--- config.mk ---
export PLATFORM = sky130hd
export DESIGN_NAME = matrix_accel_sequencer_flat
export DESIGN_NICKNAME = d
export VERILOG_FILES = /design/src/rtl/matrix_accel_sequencer_pkg.sv /design/src/rtl/matrix_accel_sequencer_if.sv /design/src/rtl/matrix_step_timer.sv /design/src/rtl/matrix_accel_sequencer.sv /design/src/flat_wrapper.sv
export SDC_FILE = /design/constraint.sdc
export NUM_CORES = 1
export LEC_CHECK = 0
export CAP_MARGIN = 20
export CORE_AREA = 2 2 265 267
export DETAILED_ROUTE_END_ITERATION = 16
export DIE_AREA = 0 0 267 269
export SYNTH_ARGS = -nofsm -noshare
export SYNTH_HDL_FRONTEND = slang
export SYNTH_SLANG_ARGS = --single-unit
--- constraint.sdc ---
create_clock -name Clk -period 2.35 [get_ports Clk]
set_clock_uncertainty 0.15 [all_clocks]
set_input_delay 0.3525 -clock Clk [delete_from_list [all_inputs] [get_ports Clk]]
set_output_delay 0.3525 -clock Clk [all_outputs]
set_load 0.02 [all_outputs]
--- src/rtl/matrix_accel_sequencer_pkg.sv ---
// Shared definitions for the matrix accelerator sequencer: state encoding,
// default geometry/latency constants and derived lane-packing widths.
package matrix_accel_sequencer_pkg;

  localparam int DEF_IN_PORTS  = 4;
  localparam int DEF_OUT_PORTS = 4;
  localparam int DEF_BIT_LEN   = 16;
  localparam int DEF_ADDR_LEN  = 8;
  localparam int DEF_K_W       = 5;
  localparam int DEF_MULT_LAT  = 3;
  localparam int DEF_XBAR_LAT  = 1;
  localparam int DEF_ADD_LAT   = 1;
  localparam int DEF_TIMER_W   = 8;

  localparam int DEF_OP_W  = DEF_IN_PORTS * DEF_BIT_LEN;
  localparam int DEF_ACC_W = DEF_IN_PORTS * DEF_BIT_LEN * 2;
  localparam int DEF_SUM_W = DEF_OUT_PORTS * DEF_BIT_LEN * 2;

  typedef enum logic [2:0] {
    S_IDLE,
    S_CLEAR,
    S_LOAD,
    S_ISSUE,
    S_WAIT,
    S_ACCUM,
    S_DRAIN,
    S_OUT
  } state_t;

endpackage

--- src/rtl/matrix_accel_sequencer_if.sv ---
// Host-side command/operand/result handshakes plus the accelerator control
// bus; master is the sequencer, slave is the host and accelerator together.
interface matrix_accel_sequencer_if #(
  parameter int IN_PORTS  = matrix_accel_sequencer_pkg::DEF_IN_PORTS,
  parameter int OUT_PORTS = matrix_accel_sequencer_pkg::DEF_OUT_PORTS,
  parameter int BIT_LEN   = matrix_accel_sequencer_pkg::DEF_BIT_LEN,
  parameter int ADDR_LEN  = matrix_accel_sequencer_pkg::DEF_ADDR_LEN,
  parameter int K_W       = matrix_accel_sequencer_pkg::DEF_K_W
);
  logic                             cmd_valid;
  logic                             cmd_ready;
  logic [K_W-1:0]                   cmd_k;
  logic [ADDR_LEN-1:0]              cmd_addr;
  logic                             cmd_direct;
  logic                             op_valid;
  logic                             op_ready;
  logic [IN_PORTS*BIT_LEN-1:0]      op_a;
  logic [IN_PORTS*BIT_LEN-1:0]      op_b;
  logic [IN_PORTS*BIT_LEN*2-1:0]    acc_multiplier;
  logic [IN_PORTS*BIT_LEN*2-1:0]    acc_multiplicand;
  logic [ADDR_LEN-1:0]              acc_addr;
  logic                             acc_direct;
  logic                             acc_mstart;
  logic                             acc_bufferrd;
  logic [OUT_PORTS-1:0]             acc_add;
  logic                             acc_clr;
  logic [OUT_PORTS*BIT_LEN*2-1:0]   acc_sum;
  logic                             res_valid;
  logic                             res_ready;
  logic [OUT_PORTS*BIT_LEN*2-1:0]   res_data;
  logic                             busy;

  modport master (
    input  cmd_valid, cmd_k, cmd_addr, cmd_direct, op_valid, op_a, op_b,
           acc_sum, res_ready,
    output cmd_ready, op_ready, acc_multiplier, acc_multiplicand, acc_addr,
           acc_direct, acc_mstart, acc_bufferrd, acc_add, acc_clr,
           res_valid, res_data, busy
  );

  modport slave (
    output cmd_valid, cmd_k, cmd_addr, cmd_direct, op_valid, op_a, op_b,
           acc_sum, res_ready,
    input  cmd_ready, op_ready, acc_multiplier, acc_multiplicand, acc_addr,
           acc_direct, acc_mstart, acc_bufferrd, acc_add, acc_clr,
           res_valid, res_data, busy
  );
endinterface

--- src/rtl/matrix_step_timer.sv ---
// Loadable down-counter; done is high on the last cycle of a loaded count
// (a count of N keeps a waiting state for exactly N cycles).
module matrix_step_timer #(
  parameter int W = 8
) (
  input  logic         Clk,
  input  logic         Rst,
  input  logic         load,
  input  logic [W-1:0] load_value,
  input  logic         run,
  output logic         done
);
  logic [W-1:0] count_reg;
  logic [W-1:0] count_next;

  always_comb begin
    count_next = count_reg;
    if (load)
      count_next = load_value;
    else if (run && count_reg != '0)
      count_next = count_reg - W'(1);
  end

  always_ff @(posedge Clk) begin
    if (Rst)
      count_reg <= '0;
    else
      count_reg <= count_next;
  end

  assign done = (count_reg <= W'(1));
endmodule

--- src/rtl/matrix_accel_sequencer.sv ---
// Dot-product command sequencer: streams K operand vectors through the
// accelerator multipliers, pulses Add per step and returns the summed lanes.
module matrix_accel_sequencer
  import matrix_accel_sequencer_pkg::*;
#(
  parameter int IN_PORTS  = DEF_IN_PORTS,
  parameter int OUT_PORTS = DEF_OUT_PORTS,
  parameter int BIT_LEN   = DEF_BIT_LEN,
  parameter int ADDR_LEN  = DEF_ADDR_LEN,
  parameter int K_W       = DEF_K_W,
  parameter int MULT_LAT  = DEF_MULT_LAT,
  parameter int XBAR_LAT  = DEF_XBAR_LAT,
  parameter int ADD_LAT   = DEF_ADD_LAT
) (
  input logic                      Clk,
  input logic                      Rst,
  matrix_accel_sequencer_if.master bus
);
  localparam int OP_W    = IN_PORTS * BIT_LEN;
  localparam int SUM_W   = OUT_PORTS * BIT_LEN * 2;
  localparam int TIMER_W = DEF_TIMER_W;

  state_t state_reg, state_next;

  logic [K_W-1:0]      k_reg;
  logic [ADDR_LEN-1:0] addr_reg;
  logic                direct_reg;
  logic [OP_W-1:0]     op_a_reg;
  logic [OP_W-1:0]     op_b_reg;
  logic [SUM_W-1:0]    res_reg;

  logic               cmd_take, op_take, step_dec, capture;
  logic               timer_load, timer_run, timer_done;
  logic [TIMER_W-1:0] timer_value;

  matrix_step_timer #(.W(TIMER_W)) u_timer (
    .Clk        (Clk),
    .Rst        (Rst),
    .load       (timer_load),
    .load_value (timer_value),
    .run        (timer_run),
    .done       (timer_done)
  );

  always_ff @(posedge Clk) begin
    if (Rst)
      state_reg <= S_IDLE;
    else
      state_reg <= state_next;
  end

  always_comb begin
    state_next       = state_reg;
    bus.cmd_ready    = 1'b0;
    bus.op_ready     = 1'b0;
    bus.acc_mstart   = 1'b0;
    bus.acc_bufferrd = 1'b0;
    bus.acc_add      = '0;
    bus.acc_clr      = 1'b0;
    bus.res_valid    = 1'b0;
    cmd_take         = 1'b0;
    op_take          = 1'b0;
    step_dec         = 1'b0;
    capture          = 1'b0;
    timer_load       = 1'b0;
    timer_run        = 1'b0;
    timer_value      = '0;
    case (state_reg)
      S_IDLE: begin
        bus.cmd_ready = 1'b1;
        if (bus.cmd_valid) begin
          cmd_take   = 1'b1;
          state_next = S_CLEAR;
        end
      end
      S_CLEAR: begin
        bus.acc_clr = 1'b1;
        if (k_reg != '0) begin
          state_next = S_LOAD;
        end else begin
          timer_load  = 1'b1;
          timer_value = TIMER_W'(ADD_LAT);
          state_next  = S_DRAIN;
        end
      end
      S_LOAD: begin
        bus.op_ready = 1'b1;
        if (bus.op_valid) begin
          op_take    = 1'b1;
          state_next = S_ISSUE;
        end
      end
      S_ISSUE: begin
        bus.acc_mstart   = 1'b1;
        bus.acc_bufferrd = 1'b1;
        timer_load       = 1'b1;
        timer_value      = TIMER_W'(MULT_LAT + XBAR_LAT);
        state_next       = S_WAIT;
      end
      S_WAIT: begin
        timer_run = 1'b1;
        if (timer_done)
          state_next = S_ACCUM;
      end
      S_ACCUM: begin
        bus.acc_add = '1;
        step_dec    = 1'b1;
        // k_reg still holds the pre-decrement count here
        if (k_reg == K_W'(1)) begin
          timer_load  = 1'b1;
          timer_value = TIMER_W'(ADD_LAT);
          state_next  = S_DRAIN;
        end else begin
          state_next = S_LOAD;
        end
      end
      S_DRAIN: begin
        timer_run = 1'b1;
        if (timer_done) begin
          capture    = 1'b1;
          state_next = S_OUT;
        end
      end
      S_OUT: begin
        bus.res_valid = 1'b1;
        if (bus.res_ready)
          state_next = S_IDLE;
      end
      default: state_next = S_IDLE;
    endcase
  end

  always_ff @(posedge Clk) begin
    if (Rst) begin
      k_reg      <= '0;
      addr_reg   <= '0;
      direct_reg <= 1'b0;
      op_a_reg   <= '0;
      op_b_reg   <= '0;
      res_reg    <= '0;
    end else begin
      if (cmd_take) begin
        k_reg      <= bus.cmd_k;
        addr_reg   <= bus.cmd_addr;
        direct_reg <= bus.cmd_direct;
      end else if (step_dec) begin
        k_reg <= k_reg - K_W'(1);
      end
      if (op_take) begin
        op_a_reg <= bus.op_a;
        op_b_reg <= bus.op_b;
      end
      if (capture)
        res_reg <= bus.acc_sum;
    end
  end

  // Multiplier ports are twice the operand width; lanes sit in the low half.
  assign bus.acc_multiplier   = {{OP_W{1'b0}}, op_a_reg};
  assign bus.acc_multiplicand = {{OP_W{1'b0}}, op_b_reg};
  assign bus.acc_addr         = addr_reg;
  assign bus.acc_direct       = direct_reg;
  assign bus.res_data         = res_reg;
  assign bus.busy             = (state_reg != S_IDLE);
endmodule
--- src/flat_wrapper.sv ---
// flat-port wrapper written by rule: the top's interface ports become plain ports
module matrix_accel_sequencer_flat import matrix_accel_sequencer_pkg::*;
#(
  parameter int IN_PORTS  = DEF_IN_PORTS,
  parameter int OUT_PORTS = DEF_OUT_PORTS,
  parameter int BIT_LEN   = DEF_BIT_LEN,
  parameter int ADDR_LEN  = DEF_ADDR_LEN,
  parameter int K_W       = DEF_K_W,
  parameter int MULT_LAT  = DEF_MULT_LAT,
  parameter int XBAR_LAT  = DEF_XBAR_LAT,
  parameter int ADD_LAT   = DEF_ADD_LAT
)
  (Clk, Rst, bus_cmd_valid, bus_cmd_k, bus_cmd_addr, bus_cmd_direct, bus_op_valid, bus_op_a, bus_op_b, bus_acc_sum, bus_res_ready, bus_cmd_ready, bus_op_ready, bus_acc_multiplier, bus_acc_multiplicand, bus_acc_addr, bus_acc_direct, bus_acc_mstart, bus_acc_bufferrd, bus_acc_add, bus_acc_clr, bus_res_valid, bus_res_data, bus_busy);
  matrix_accel_sequencer_if #(.IN_PORTS(IN_PORTS), .OUT_PORTS(OUT_PORTS), .BIT_LEN(BIT_LEN), .ADDR_LEN(ADDR_LEN), .K_W(K_W)) bus_i ();
  input logic Clk;
  input logic Rst;
  input wire logic [$bits(bus_i.cmd_valid)-1:0] bus_cmd_valid;
  input wire logic [$bits(bus_i.cmd_k)-1:0] bus_cmd_k;
  input wire logic [$bits(bus_i.cmd_addr)-1:0] bus_cmd_addr;
  input wire logic [$bits(bus_i.cmd_direct)-1:0] bus_cmd_direct;
  input wire logic [$bits(bus_i.op_valid)-1:0] bus_op_valid;
  input wire logic [$bits(bus_i.op_a)-1:0] bus_op_a;
  input wire logic [$bits(bus_i.op_b)-1:0] bus_op_b;
  input wire logic [$bits(bus_i.acc_sum)-1:0] bus_acc_sum;
  input wire logic [$bits(bus_i.res_ready)-1:0] bus_res_ready;
  output wire logic [$bits(bus_i.cmd_ready)-1:0] bus_cmd_ready;
  output wire logic [$bits(bus_i.op_ready)-1:0] bus_op_ready;
  output wire logic [$bits(bus_i.acc_multiplier)-1:0] bus_acc_multiplier;
  output wire logic [$bits(bus_i.acc_multiplicand)-1:0] bus_acc_multiplicand;
  output wire logic [$bits(bus_i.acc_addr)-1:0] bus_acc_addr;
  output wire logic [$bits(bus_i.acc_direct)-1:0] bus_acc_direct;
  output wire logic [$bits(bus_i.acc_mstart)-1:0] bus_acc_mstart;
  output wire logic [$bits(bus_i.acc_bufferrd)-1:0] bus_acc_bufferrd;
  output wire logic [$bits(bus_i.acc_add)-1:0] bus_acc_add;
  output wire logic [$bits(bus_i.acc_clr)-1:0] bus_acc_clr;
  output wire logic [$bits(bus_i.res_valid)-1:0] bus_res_valid;
  output wire logic [$bits(bus_i.res_data)-1:0] bus_res_data;
  output wire logic [$bits(bus_i.busy)-1:0] bus_busy;
  assign bus_i.cmd_valid = bus_cmd_valid;
  assign bus_i.cmd_k = bus_cmd_k;
  assign bus_i.cmd_addr = bus_cmd_addr;
  assign bus_i.cmd_direct = bus_cmd_direct;
  assign bus_i.op_valid = bus_op_valid;
  assign bus_i.op_a = bus_op_a;
  assign bus_i.op_b = bus_op_b;
  assign bus_i.acc_sum = bus_acc_sum;
  assign bus_i.res_ready = bus_res_ready;
  assign bus_cmd_ready = bus_i.cmd_ready;
  assign bus_op_ready = bus_i.op_ready;
  assign bus_acc_multiplier = bus_i.acc_multiplier;
  assign bus_acc_multiplicand = bus_i.acc_multiplicand;
  assign bus_acc_addr = bus_i.acc_addr;
  assign bus_acc_direct = bus_i.acc_direct;
  assign bus_acc_mstart = bus_i.acc_mstart;
  assign bus_acc_bufferrd = bus_i.acc_bufferrd;
  assign bus_acc_add = bus_i.acc_add;
  assign bus_acc_clr = bus_i.acc_clr;
  assign bus_res_valid = bus_i.res_valid;
  assign bus_res_data = bus_i.res_data;
  assign bus_busy = bus_i.busy;
  matrix_accel_sequencer #(.IN_PORTS(IN_PORTS), .OUT_PORTS(OUT_PORTS), .BIT_LEN(BIT_LEN), .ADDR_LEN(ADDR_LEN), .K_W(K_W), .MULT_LAT(MULT_LAT), .XBAR_LAT(XBAR_LAT), .ADD_LAT(ADD_LAT)) u_core (.Clk(Clk), .Rst(Rst), .bus(bus_i));
endmodule
---- Yosys cells after proc, flatten, opt, wreduce, memory -nomap -nowiden ----
Cells that the tools add are included.
operators by class
  order comparisons ....................... 1
  add/subtract/negate cells ............... 2
  reductions and logical operators ........ 9
  mux-type cells .......................... 32
  equal/unequal tests ..................... 13
operators with widths
  operator               number
  $pmux W3 S8            1
  $pmux W8 S3            1
  $mux W3                7
  $mux W1                17
  $mux W8                2
  $eq A3 B3 Y1 const B   4
  $mux W5                2
  $le A8 B1 Y1 const B   1
  $reduce_bool A8 Y1     1
  $sub A8 B1 Y8 const B  1
  $eq A3 B2 Y1 const B   2
  $ne A2 B2 Y1 const B   3
  $eq A5 B1 Y1 const B   1
  $reduce_and A5 Y1      1
  $reduce_bool A5 Y1     1
  $sub A5 B1 Y5 const B  1
  $mux W4                1
  $ne A2 B1 Y1 const B   2
  $reduce_bool A2 Y1     2
  $eq A3 B1 Y1 const B   1
  $logic_not A3 Y1       1
  $pmux W1 S3            1
  $reduce_bool A3 Y1     1
  $reduce_or A2 Y1       1
  $logic_and A1 B1 Y1    1
storage, ports and cells
  input port bits ......................... 275
  bits in registers ....................... 281
  output and inout port bits .............. 404
  word-level logic and storage cells ...... 65

---- Longest topological paths before layout ----
  word-level depth ........................ 6
  gate-level depth with buffers ........... 8

---- By module ----
From an unflattened synthesis, not the netlist that was laid out.
unflattened totals
  cells, all modules ...................... 1427
  area, all modules ....................... 11209.5 um2
by module, submodules not included
  module                  seq. area each (um2)  cells an instance  instances  area each (um2)
  matrix_accel_sequencer  5465.2                1359               1          10651.5
  matrix_step_timer       160.2                 68                 1          558.0

---- Worst setup path before layout ----
Ideal clock, no wire load.
  kind .................................... flip-flop to flip-flop
  from .................................... reg u_core.state_reg[0]
  to ...................................... reg u_core.op_b_reg[43]
  stages on the path, launching flop included .. 9
  setup slack ............................. 0.166 ns
  buffers on the path ..................... 2
  arrival ................................. 1.964 ns
  library setup time ...................... 0.070 ns
  clock period less this slack ............ 2.184 ns
  cell sequence ........................... dfxtp_1 -> inv_1 -> ha_1 -> nor2b_1 -> and2_1 -> clkbuf_1 -> clkbuf_1 -> nand2_1 -> a21oi_1
between the ends
  cells in the longest elaborated chain, start to end .. 2
RTL lines
  element                 RTL line                       RTL
  start, declared         matrix_accel_sequencer.sv:23   state_t state_reg, state_next;
  start signal, assigned  matrix_accel_sequencer.sv:49   state_reg <= state_next;
  $eq A3 B2 Y1            matrix_accel_sequencer.sv:68   case (state_reg)
  $mux W1                 matrix_accel_sequencer.sv:68
  end signal, assigned    matrix_accel_sequencer.sv:151  op_b_reg <= bus.op_b;
  end, declared           matrix_accel_sequencer.sv:29   logic [OP_W-1:0] op_b_reg;
Every way passes these cells.
A chain may end at the register's enable or synchronous reset.

---- Worst setup path in the final report ----
  from .................................... reg u_core.state_reg[0]
  to ...................................... out bus_op_ready
between the ends
  cells in the longest elaborated chain, start to end .. 2
RTL lines
  element        RTL line                      RTL
  $eq A3 B2 Y1   matrix_accel_sequencer.sv:68
  $mux W1        matrix_accel_sequencer.sv:68
  end, declared  flat_wrapper.sv:27            output wire logic [$bits(bus_i.op_ready)-1:0] bus_op_ready;
Every way passes these cells.

==> summary.txt <==
Run status
  • Run status: finished, final reports clean

Global routing
  • Global-route wire length before repair: 58200 µm
  • Overall fraction of global-route tracks in use: 10.4%
  • Number of global-route vias before repair: 9984
  • GRT overflow: 0
  • Initial antenna violation count: 7
  • Maximum number of pins on one net before global-route repair: 95

Worst setup path
  • Worst setup path category: reg2out
  • Crit path capture type: output port
  • Crit Path Max Fanout: 4
  • Critical path arrival: 1780 ps
  • Endpoint required time on the critical path: 1850 ps
  • Slack of the worst reg-to-reg path: 80 ps
  • Number of cells on the worst reg-to-reg path: 5
  • Category of the worst setup path launch point: flop

Drt
  • Router iterations before antenna repair: 5
  • DRC violation total after the first TritonRoute iteration: 454
  • Via count: 10700
  • Antenna-violating nets left: 0
  • DR WL/cell: 14.0 µm
  • Via/cell ratio: 3.67
  • Post-detailed-route DRC marker count: 0
  • Total length of routed wires: 41000 µm

Logic synthesis
  • Post-Syn Area per Cell: 7.88 µm²
  • Syn. warnings: 0
  • Proportion of synthesized area in mux cells: 0.270%
  • Count of state elements after synthesis: 281
  • Cell with the most instances after synthesis: sky130_fd_sc_hd__nand2_1
  • Share of synthesized area occupied by flip-flops and latches: 50.7%
  • Main combinational cell family by area after synthesis: simple AND/OR/NAND/NOR gates
  • Netlist area before placement: 11100 µm²
  • Post-Synth Simple-Gate Area: 20.6%
  • Fraction of synthesized cell area in xor and xnor cells: 0.473%
  • Count of flip-flops with a built-in enable after synthesis: 0
  • Share of flip-flops with an asynchronous set or reset: 0%
  • Gate count after technology mapping: 1409
  • Commonest cells in the synthesized netlist: sky130_fd_sc_hd__nand2_1 (536), sky130_fd_sc_hd__dfxtp_1 (281), sky130_fd_sc_hd__a21oi_1 (273), sky130_fd_sc_hd__buf_4 (134), sky130_fd_sc_hd__clkbuf_1 (62)
  • Post-synthesis compound-gate area fraction: 13.5%
  • Arithmetic-cell share of the synthesized area counting full adders, half adders and majority gates: 1.01%
  • Leading register cell type out of synthesis: sky130_fd_sc_hd__dfxtp_1
  • Count of unique library cells instantiated by Yosys: 37
  • Cell type contributing the most total cell area after synthesis: sky130_fd_sc_hd__dfxtp_1
  • Largest cells by area after synthesis: sky130_fd_sc_hd__dfxtp_1 (51%), sky130_fd_sc_hd__nand2_1 (18%), sky130_fd_sc_hd__a21oi_1 (12%), sky130_fd_sc_hd__buf_4 (9.1%), sky130_fd_sc_hd__clkbuf_1 (2.1%)
  • Synth top area share: 50.7%

STA
  • Period Utilization, post-route: 97.0%
  • Period minus WS final: 2280 ps
  • Final Max Slew Viols: 0
  • Setup violation total in the final timing report: 0
  • Setup slack of the critical path after layout: 70.3 ps
  • Highest Clock Rate: 0.439 GHz
  • Endpoints failing hold: 0
  • RSZ-0062 raised after global routing: yes

Power
  • Internal Pwr Total: 10200 µW
  • Overall power after layout: 14600 µW
  • Leakage power figure: 0.00652 µW
  • Sequential share of power: 36.5%
  • Power share of the clock group: 38.7%
  • Net Sw Power: 4410 µW
  • IR Drop Worst-Case VDD: 0.534 mV
  • Portion of total power attributed to combinational logic: 24.8%
  • Net Sw Frac: 30.2%
  • PD cells: 781 nW/µm²

Die
  • Placeable core area: 69300 µm²
  • Cell row count: 97
  • Die Wd: 267 µm
  • Overall die area: 71800 µm²
  • Initial core utilization: 16.0%
  • Number of I/O pins: 679
  • DIE HEIGHT: 269 µm

Min path
  • Cells on Worst Hold Path: 3
  • Class of the worst hold path: in2reg

Placed design
  • Buffers added on ports: 550
  • Post-detail-place hpwl: 29800 µm
  • Global placer's final weighted congestion: 0.758
  • Setup slack at placement: 108 ps

Flow run
  • Max-Cap Viols: 0

Layout
  • Flip-flop count of the largest register, all copies and words added: 128
  • Share of layout cells above drive strength 1: 6.96%
  • Fin nets: 2243
  • Number of antenna cells inserted: 0
  • Signed area change from the synthesized netlist to the final layout: 68.5%
  • Share of the core filled with cells in the final layout: 27.0%

Clock tree
  • Clock Pin Slew Worst Setup and Hold Paths: 70 ps
  • Clk buf depth: 3
  • TritonCTS clock tree: yes
  • Clock root buffer: sky130_fd_sc_hd__clkbuf_16
  • Clk sinks: 281
  • Number of buffers created by CTS: 36
  • H-tree Lvls: 2
  • Clock latency on the worst-skew pair: 530 ps
[cells in the final DEF (no fill, tap or decap), types with 7 or more instances in the layout]
cell	instances
sky130_fd_sc_hd__buf_4	42
sky130_fd_sc_hd__clkdlybuf4s50_1	538
sky130_fd_sc_hd__conb_1	128
sky130_fd_sc_hd__clkbuf_16	37
sky130_fd_sc_hd__inv_1	9
sky130_fd_sc_hd__nor2_1	13
sky130_fd_sc_hd__nand2_1	535
sky130_fd_sc_hd__ha_1	7
sky130_fd_sc_hd__dfxtp_1	279
sky130_fd_sc_hd__a21oi_1	273
sky130_fd_sc_hd__clkbuf_8	11
sky130_fd_sc_hd__buf_12	14
[power groups by stage]
stage          Sequential [µW]  Combinational, µW  Clock, µW
2_1_floorplan             5740               1610          0
3_3_place_gp              5420               3630          0
3_5_place_dp              5430               3630          0
4_1_cts                   5340               3620       5910
5_1_grt                   5380               3930       6040
6_report                  5340               3620       5650
[routing by layer]
layer	global-route usage, %	wire length (µm)	share of wire, %
met2	17.3	18900	46
met4	3.99	1180	2.9
met3	4.49	4160	10
met1	11.9	16600	41
met5	0	57	0.14
[final timing paths]
kind	from	endpoint
min reg2reg	u_core.bus.res_data[126]	u_core.bus.res_data[126]
max reg2reg	u_core.u_timer.count_reg[7]	u_core.bus.res_data[41]
min	bus_acc_sum[3]	u_core.bus.res_data[3]
max	u_core.state_reg[0]	bus_op_ready
[critical path: stages, from the launching register on]
cell and delay [ps]:
sky130_fd_sc_hd__dfxtp_2 330, sky130_fd_sc_hd__inv_1 100, sky130_fd_sc_hd__ha_2 220, sky130_fd_sc_hd__nor2b_2 180, sky130_fd_sc_hd__buf_4 150, sky130_fd_sc_hd__clkdlybuf4s15_2 260
[stage by stage]
| stage | cells | hold WS (ps) | instance area (µm²) | TNS, ps |
|---|---|---|---|---|
| after floorplan | 1536 | 311 | 11600 | 0 |
| after global placement | 2858 | 290 | 17400 | 0 |
| after detailed placement | 2858 | 296 | 17400 | 0 |
| after CTS | 2921 | 159 | 18700 | 0 |
| after global routing | 2923 | 188 | 18700 | -136 |
| final | 2923 | 206 | 18700 | 0 |
[area by class of cell]
class,count,area [µm²]
Multi-Input combinational cell,1021,4510
Sequential cell,281,5630
Tap cell,940,1180
Clock buffer,52,1090
Clock inverter,10,110
Inverter,10,37.5
Timing Repair Buffer,609,6160
Fill cell,7508,50600
[cells by family (layout without fill, tap and decap cells)]
family          count (synthesis)  count (layout)
other cells                     1             128
fa+ha+maj                       9               9
mux                             3               3
flops                         281             281
buf+inv                       234             681
compound gates                292             292
simple gates                  583             583
xor+xnor                        6               6
[repair_timing]
item                                    4_1_cts  5_1_grt
cloned                                        0        1
gates resized for setup                      27        9
pin swaps                                     0        1
buffers inserted                              0        1
hold endpoints to repair                     12        0
endpoints found under the setup margin       11       33
hold buffers                                  1        0
(Power assumes the default switching activity.)
